[config.mk]
export PLATFORM = sky130hd
export DESIGN_NAME = in_stream_desync
export DESIGN_NICKNAME = d
export VERILOG_FILES = /design/src/rtl/in_stream_desync.sv
export SDC_FILE = /design/constraint.sdc
export NUM_CORES = 1
export LEC_CHECK = 0
export BUFFER_PORTS_ARGS = -buffer_cell sky130_fd_sc_hd__buf_2
export CORE_AREA = 2 2 39 41
export CTS_BUF_LIST = sky130_fd_sc_hd__clkbuf_16
export CTS_CLUSTER_DIAMETER = 80
export DETAILED_ROUTE_END_ITERATION = 10
export DIE_AREA = 0 0 41 43
export GPL_TIMING_DRIVEN = 1
export HOLD_SLACK_MARGIN = 0.1
export MAX_ROUTING_LAYER = met4
export PLACE_DENSITY = 0.69
export SYNTH_ARGS = -nofsm -noshare
export SYNTH_HDL_FRONTEND = slang
export SYNTH_SLANG_ARGS = --single-unit
[constraint.sdc]
create_clock -name clk -period 1.72 [get_ports clk]
set_input_delay 0.086 -clock clk [delete_from_list [all_inputs] [get_ports clk]]
set_output_delay 0.086 -clock clk [all_outputs]
set_load 0.02 [all_outputs]
[src/rtl/in_stream_desync.sv]
// Stochastic bitstream decorrelator: pushes two streams toward minimal overlap
// (SCC = -1) by saving colliding 1s and replaying them into idle cycles.
module in_stream_desync #(
  parameter int DEPTH = 2,
  parameter int CW    = $clog2(DEPTH+1)
) (
  input  logic          clk,
  input  logic          rst,
  input  logic          bypass,
  input  logic          in_a,
  input  logic          in_b,
  output logic          out_a,
  output logic          out_b,
  output logic [CW-1:0] pend_a,
  output logic [CW-1:0] pend_b
);

  localparam logic [CW-1:0] CMAX  = CW'(DEPTH);
  localparam logic          PRI_A = 1'b0;
  localparam logic          PRI_B = 1'b1;

  logic [CW-1:0] cnt_a_q, cnt_a_d;
  logic [CW-1:0] cnt_b_q, cnt_b_d;
  logic          pri_q, pri_d;
  logic          out_a_q, out_a_d;
  logic          out_b_q, out_b_d;
  logic          have_a, have_b;

  always_comb begin
    cnt_a_d = cnt_a_q;
    cnt_b_d = cnt_b_q;
    pri_d   = pri_q;
    out_a_d = in_a;
    out_b_d = in_b;
    have_a  = (cnt_a_q != '0);
    have_b  = (cnt_b_q != '0);
    if (!bypass) begin
      case ({in_a, in_b})
        2'b11: begin
          // Keep one side's 1, bank the other; a full bank lets the overlap through.
          if (pri_q == PRI_A && cnt_b_q != CMAX) begin
            out_b_d = 1'b0;
            cnt_b_d = cnt_b_q + 1'b1;
            pri_d   = PRI_B;
          end else if (pri_q == PRI_B && cnt_a_q != CMAX) begin
            out_a_d = 1'b0;
            cnt_a_d = cnt_a_q + 1'b1;
            pri_d   = PRI_A;
          end
        end
        2'b00: begin
          if (have_a && have_b) begin
            if (pri_q == PRI_A) begin
              out_a_d = 1'b1;
              cnt_a_d = cnt_a_q - 1'b1;
            end else begin
              out_b_d = 1'b1;
              cnt_b_d = cnt_b_q - 1'b1;
            end
            pri_d = ~pri_q;
          end else if (have_a) begin
            out_a_d = 1'b1;
            cnt_a_d = cnt_a_q - 1'b1;
          end else if (have_b) begin
            out_b_d = 1'b1;
            cnt_b_d = cnt_b_q - 1'b1;
          end
        end
        default: ;
      endcase
    end
  end

  always_ff @(posedge clk) begin
    if (rst) begin
      cnt_a_q <= '0;
      cnt_b_q <= '0;
      pri_q   <= PRI_A;
      out_a_q <= 1'b0;
      out_b_q <= 1'b0;
    end else begin
      cnt_a_q <= cnt_a_d;
      cnt_b_q <= cnt_b_d;
      pri_q   <= pri_d;
      out_a_q <= out_a_d;
      out_b_q <= out_b_d;
    end
  end

  assign out_a  = out_a_q;
  assign out_b  = out_b_q;
  assign pend_a = cnt_a_q;
  assign pend_b = cnt_b_q;

endmodule

==> metrics <==
total CTS buffers 3; fin. max-slew vios 0; fill cell count 132; WP data required 1.84 ns; fin worst setup slack 0.115 ns; final global-route overflow total 0; PD cells 1080 nW/um2; RSZ-0062 raised after global routing false; setup slack, reg-to-reg 0.11 ns; Initial DRC Count 14; Pre-antenna DRT Iters 6; most common cell after layout, fill and taps aside buf_2; sequential area share after synthesis 27.9%; DIE HEIGHT 43 um; DP Wirelength 789 um; IO Pins 11; Yosys cell types 33; Post-synth EDFFs 0; Comb pwr share 14.7%; vias per inst 5.70; Max Root-Sink Buffers 2; Final period util 93.3%; CTS root buf clkbuf_16; first-pass GRT wire length 1770 um; GRT Util Overall 16.4%; Worst VDD drop 0.501 mV; Critical Path End Type flop; status finished, final reports clean; wire length on met3 94 um; initial antenna violation count 0; clock-pin slew on the worst setup and hold paths 0.04 ns; Seq pwr share 27.9%; IO buf count 10; setup TNS 0 ns; clk_skew 0.00379 ns; Met2 Routed Length 479 um; layout cell share with drive strength beyond 1 24.7%; Slew @ Worst Pin 0.607 ns; Routed Antenna Nets 0; area delta synth->final 26.9%; total die area 1760 um2; Pwr Total 690 uW; P_int 521 uW; Max Fclk 623 MHz; syn nets 69; main area contributors after synthesis dfxtp_1, o21ai_0, nor2_1; async set-reset flop share out of synthesis 0%; final net count 81; Post-route DRC 0; row cnt 14; Yosys top cell by area dfxtp_1; Syn. warnings 0; most frequent cells in the layout buf_2, nor2_1, dfxtp_1, inv_1, o21ai_0; Avg WL per Cell 12.6 um; CTS tree built; Slew HR 58.5%; Gate Count Post-Synth 62; critical path class reg2reg; DRT met1 WL 496 um; switching pwr 169 uW; Synth Register Bits 7; Placed Area 559 um2; Final Hold Vio Count 0; sw frac 24.5%; worst-path maximum fanout 10; mean post-synth cell area 8.11 um2; drt total wl 1120 um; Setup violations, final 0; Starting Density 36.3%; Max Used Layer met4; Die X 41 um; minimum clock period 1.61 ns; Post-CTS Hold Buffers 0; Placed Cells incl. Taps 85; Clk pwr share 57.4%; Clock Latency Late Sink 0.23 ns; Final Non-Filler Cells 89; dpl ws 0.0452 ns; post-CTS setup buffers 0; vias in the first global route 419; RD Place Congestion 0.790; Yosys top cell area share 27.9%; Main synth FF type dfxtp_1; core area 1380 um2; Crit path arrival time 1.72 ns; # diodes 0; clk sinks 7; Max Cap Viol 0; Setup crit start kind flop; hold crit path type in2reg; Vias 507; Syn Std Cell Area 503 um2; H-tree depth 1; largest net degree at the start of global routing 11; Lkg Pwr 0.000291 uW; post-route cell area 638 um2
[area by class of cell]
type                       count  area (um2)  share of cell area (%)
multi-input combinational     45         315                    49.4
tap                           16        20.0                    3.14
sequential                     7         140                    22.0
clock inverter                 1        3.75                   0.588
timing repair buffer          12        65.1                    10.2
clock buffer                   3        75.1                    11.8
inverter                       5        18.8                    2.94
[repair_timing]
item	4_1_cts	5_1_grt
setup endpoints to repair	0	1
hold endpoints to repair	0	0
gates resized for setup	0	1
[registers in the layout, indices dropped and copies added, names as in the netlist]
signal,flops
pend_a,2
out_b,1
out_a,1
pri_q,1
pend_b,2
[critical path, stage by stage, from the launching register on]
cell and delay, ns:
dfxtp_1 0.48, nor2b_1 0.13, o21a_1 0.20, a211oi_1 0.31
mux2_2 0.38
[cells in the mapped netlist, drive strengths merged, types with 2 or more instances]
master,number
inv,5
ha,2
a21oi,3
a211oi,3
nor2,7
dfxtp,7
buf,4
mux2,2
nor2b,2
o21ai,6
[final timing paths]
kind | depth (start not counted) | end | startpoint
worst max-delay path | 4 | pend_b[0] | pend_b[0]
worst min-delay path | 3 | out_a | in_a
worst max register to register | 4 | pend_b[0] | pend_b[0]
worst min register to register | 2 | pend_b[1] | pend_b[0]
[cell families (layout without fill, tap and decap cells)]
group / count (synthesis) / in the layout / share of synthesized area (%)
adders and majority gates: 2 / 2 / 4.97
buffers and inverters: 10 / 21 / 9.45
and+or+nand+nor: 16 / 16 / 16.7
xor gates and xnor gates: 1 / 1 / 1.74
muxes: 2 / 2 / 4.48
AOI/OAI and AO/OA: 24 / 24 / 34.8
DFF: 7 / 7 / 27.9
[power groups by stage]
| stage | combinational, uW | sequential [uW] | clock, uW |
|---|---|---|---|
| after floorplan | 72.2 | 196 | 0 |
| after global placement | 99.2 | 194 | 0 |
| after detailed placement | 100 | 194 | 0 |
| after CTS | 101 | 192 | 400 |
| after global routing | 113 | 195 | 413 |
| final | 101 | 192 | 396 |
[metal layers]
metal | track usage, % | vias up
met5 | - | -
met4 | 16.0 | 0
met3 | 4.71 | 4
met2 | 20.9 | 29
met1 | 19.0 | 224
li1 | - | 250
[stage by stage]
stage                     hold WS [ns]  utilization (%)
final                            0.135             46.1
after global routing             0.156             46.1
after CTS                        0.134             46.1
after detailed placement         0.375             40.4
after global placement           0.370             40.4
after floorplan                  0.234                -
(Power assumes the default switching activity.)
